===== src/rtl/ieee_demo_counter.sv =====
// 8-bit up-counter with count enable for the workshop demo tile.
// Drives the count on uo_out, plus a one-cycle wrap pulse and an enable echo on uio.
module ieee_demo_counter #(
  parameter int unsigned     WIDTH     = 8,
  parameter logic [WIDTH-1:0] RESET_VAL = '0
) (
  input  logic       clk,
  input  logic       rst_n,
  input  logic       ena,
  input  logic [7:0] ui_in,
  output logic [7:0] uo_out,
  input  logic [7:0] uio_in,
  output logic [7:0] uio_out,
  output logic [7:0] uio_oe
);

  localparam logic [WIDTH-1:0] CountMax = '1;

  logic [WIDTH-1:0] count_d, count_q;
  logic             wrap_d, wrap_q;
  logic             en_d, en_q;
  logic             count_en;

  // Only an explicit 1 counts; X/Z on the pin falls through to hold.
  assign count_en = (ui_in[0] == 1'b1);

  always_comb begin
    count_d = count_q;
    wrap_d  = 1'b0;
    en_d    = count_en;
    if (count_en) begin
      count_d = count_q + 1'b1;
      wrap_d  = (count_q == CountMax);
    end
  end

  // Note: rst_n is active-high here despite its name.
  always_ff @(posedge clk) begin
    if (rst_n) begin
      count_q <= RESET_VAL;
      wrap_q  <= 1'b0;
      en_q    <= 1'b0;
    end else begin
      count_q <= count_d;
      wrap_q  <= wrap_d;
      en_q    <= en_d;
    end
  end

  assign uo_out  = count_q[7:0];
  assign uio_out = {6'b00_0000, en_q, wrap_q};
  assign uio_oe  = 8'b0000_0011;

  logic unused_inputs;
  assign unused_inputs = ^{ena, uio_in, ui_in[7:1]};

endmodule


===== config.mk =====
export PLATFORM = sky130hd
export DESIGN_NAME = ieee_demo_counter
export DESIGN_NICKNAME = d
export VERILOG_FILES = /design/src/rtl/ieee_demo_counter.sv
export SDC_FILE = /design/constraint.sdc
export NUM_CORES = 1
export LEC_CHECK = 0
export ABC_CLOCK_PERIOD_IN_PS = 2700
export CAP_MARGIN = 5
export CORE_MARGIN = 2
export CORE_UTILIZATION = 33
export DETAILED_ROUTE_END_ITERATION = 7
export PLACE_DENSITY = 0.94
export SYNTH_ARGS = -nofsm -noshare
export SYNTH_HDL_FRONTEND = slang
export SYNTH_SLANG_ARGS = --single-unit

===== constraint.sdc =====
create_clock -name clk -period 2.7 [get_ports clk]
set_input_delay 0.54 -clock clk [delete_from_list [all_inputs] [get_ports clk]]
set_output_delay 0.54 -clock clk [all_outputs]
set_load 0.03 [all_outputs]

==> flow_summary.toml <==
[power_and_ir_drop]
p_comb_share_pct = 18.1
vdd_drop_max_mv = 0.286
total_power_w = 0.000308
power_frac_seq_pct = 50.6
switching_share_pct = 29.7
p_int_w = 0.000217
p_sw_w = 0.0000913
p_leak_nw = 0.246
power_per_cell_area_nw_per_um2 = 513
pwr-share-clk_pct = 31.4

[finish]
areaGrowthSynthToFinish_pct = 14.6
nFillCells = 146
post-route-util_pct = 40.3
register_area_um2 = 200
diodes = 0
fin_nets = 91
drive_gt1_share_pct = 5.80
multiInputGateArea_um2 = 238

[clock_network]
cts.sinks = 10
ctsHtreeMaxLevel = 1
clk_pin_slew_ns = 0.06
clock_path_buffers = 2
ctsResizeCount = 0
numCtsBuffers = 3
cts_tree = "yes"
postCtsSetupRepairBufs = 0
clock_latency_ns = 0.25
clockRootBuffer = "clkbuf_4"
postCtsHoldBufs = 0

[hold_path]
hold_depth = 2
hold_path_class = "flop to flop"
hold_start = "uo_out[7]"
whs_endpoint = "wrap_q"

[route]
via_count = 361
drt_pass1_iterations = 4
first_iter_violations = 7
viasPerCell = 4.25
wl_per_cell_um = 9.36
drc_errors = 0
wirelength_um = 796
antenna_left = 0

[synth]
synth.area.top_cells = "dfxtp_1 (38%), buf_4 (24%), xor2_1 (5.0%), nor2_1 (3.6%), or3_1 (3.6%)"
synth_top_area_share_pct = 38.2
synth_top_cell_by_area = "dfxtp_1"
ys_types = 19
synth.avg_cell_area_um2 = 8.74
yosys_warnings = 0
ys_seq_elements = 10
seq_area_frac_synth_pct = 38.2
synthesis.area_um2 = 524
syn-instance-count = 60

[global_route]
grt_overflow = 0
track_usage_pct = 8.41
antenna_found_initial = 0
grt_pass1_wl_mm = 1.19
grt_pass1_vias = 288
grt_max_degree = 11

[critical_path]
cpLargestDelayFamily = "buffers and inverters"
cp.required_ns = 2.16
path_buf_inv = 1
endpoint_kind = "primary output"
r2r_end = "uo_out[6]"
startpoint_type = "flop"
path_max_fanout = 6
worstPathArrival_ns = 1.39
reg2regPathDepth = 4
crit_type = "flop to primary output"
crit_cells = 1
path_cells = "clkdlybuf4s50_1"
rr_startpoint = "uo_out[0]"
crit_slowest_cell = "clkdlybuf4s50_1"
ff2ff_setup_slack_ns = 1.39
max_stage_delay_ns = 0.71

[timing]
fin_setup_tns_ns = 0
slew_violations = 0
period_share_pct = 71.5
setup_viol = 0
fin_ws_ns = 0.771
max_freq_mhz = 518
rsz0062_at_grt = "no"
hold_violations = 0
min_period_ns = 1.93
skew_ns = 0.00405

[run_status]
outcome = "finished, final reports clean"

[placement]
dp_hpwl_um = 604
gp_congestion = 0.709
pre_cts_slack_ns = 0.752
port-buffer-count = 12

[floorplanning]
die_area_um2 = 1920
row_count = 14
die_h_um = 43.9
die_width_um = 43.9
start_util_pct = 35.2
core-area_um2 = 1490
pin_count = 43

[job]
drv_cap = 0
-- layer usage --
layer,vias to the layer above,wire length (µm),global-route usage [%]
met5,-,0,0
met4,0,9,3.64
met3,2,57,3.75
met2,13,366,12.6
met1,160,363,10.3
li1,186,-,-
-- final cells by class --
class	instances	area share [%]
Timing Repair Buffer	12	20.0
Tap cell	16	3.33
Sequential cell	10	33.3
Multi-Input combinational cell	44	39.6
Clock buffer	3	3.75
-- kinds of logic (layout without fill, tap and decap cells) --
kind of cell / Yosys count / after routing / share of synthesized area, %
flip-flops: 10 / 10 / 38.2
other: 2 / 14 / 1.43
AO/OA/AOI/OAI: 6 / 6 / 5.73
AND/OR/NAND/NOR: 18 / 18 / 18.6
buffers and inverters: 18 / 15 / 25.1
multiplexers: 1 / 1 / 1.91
adder cells (fa/ha/maj): 1 / 1 / 2.39
XOR/XNOR: 4 / 4 / 6.68
-- cell usage after synthesis --
cell type	instances
a21oi_1	3
conb_1	2
xnor2_1	1
dfxtp_1	10
xor2_1	3
nand4_2	1
mux2i_1	1
o21ai_0	3
or3_1	3
nor2b_1	1
ha_1	1
nand3_1	2
buf_4	17
nand4_1	2
clkbuf_1	1
nor2_1	5
nor3_1	1
nand2b_1	1
nand2_1	2
-- through the flow --
step	instance area (µm²)	instances	hold WS (ns)
floorplan	569	72	0.592
global placement	578	82	0.463
detailed placement	578	82	0.478
CTS	601	85	0.492
global route	601	85	0.542
finish	601	85	0.492
-- state kept, by name, indices dropped and copies added (netlist names) --
| signal | cells |
|---|---|
| en_q | 1 |
| uo_out | 8 |
| wrap_q | 1 |
-- how the worst max path moves through the flow --
stage                     startpoint         to  slack (ns)
after floorplan            uo_out[0]  uo_out[6]        1.26
after global placement      ui_in[0]  uo_out[5]        0.78
after detailed placement    ui_in[0]  uo_out[5]        0.75
after CTS                  uo_out[3]  uo_out[3]        0.75
after global routing       uo_out[3]  uo_out[3]        0.72
final                      uo_out[3]  uo_out[3]        0.77
-- cell usage in the layout (no fill, tap or decap) --
master / n
conb_1: 14
clkdlybuf4s50_1: 12
dfxtp_1: 10
nor2_1: 5
xor2_1: 3
o21ai_0: 3
or3_1: 3
a21oi_1: 3
clkbuf_4: 3
nand2_1: 2
nand3_1: 2
nand4_1: 2
nand4_2: 1
mux2i_1: 1
xnor2_1: 1
nand2b_1: 1
nor3_1: 1
nor2b_1: 1
ha_1: 1
-- power groups by stage --
stage | sequential [W] | clock, W | combinational [W]
floorplan | 0.000165 | 0 | 0.0000550
global placement | 0.000159 | 0 | 0.0000547
detailed placement | 0.000159 | 0 | 0.0000554
CTS | 0.000156 | 0.0000999 | 0.0000555
global route | 0.000156 | 0.000107 | 0.0000589
finish | 0.000156 | 0.0000966 | 0.0000556
(Power assumes the default switching activity.)
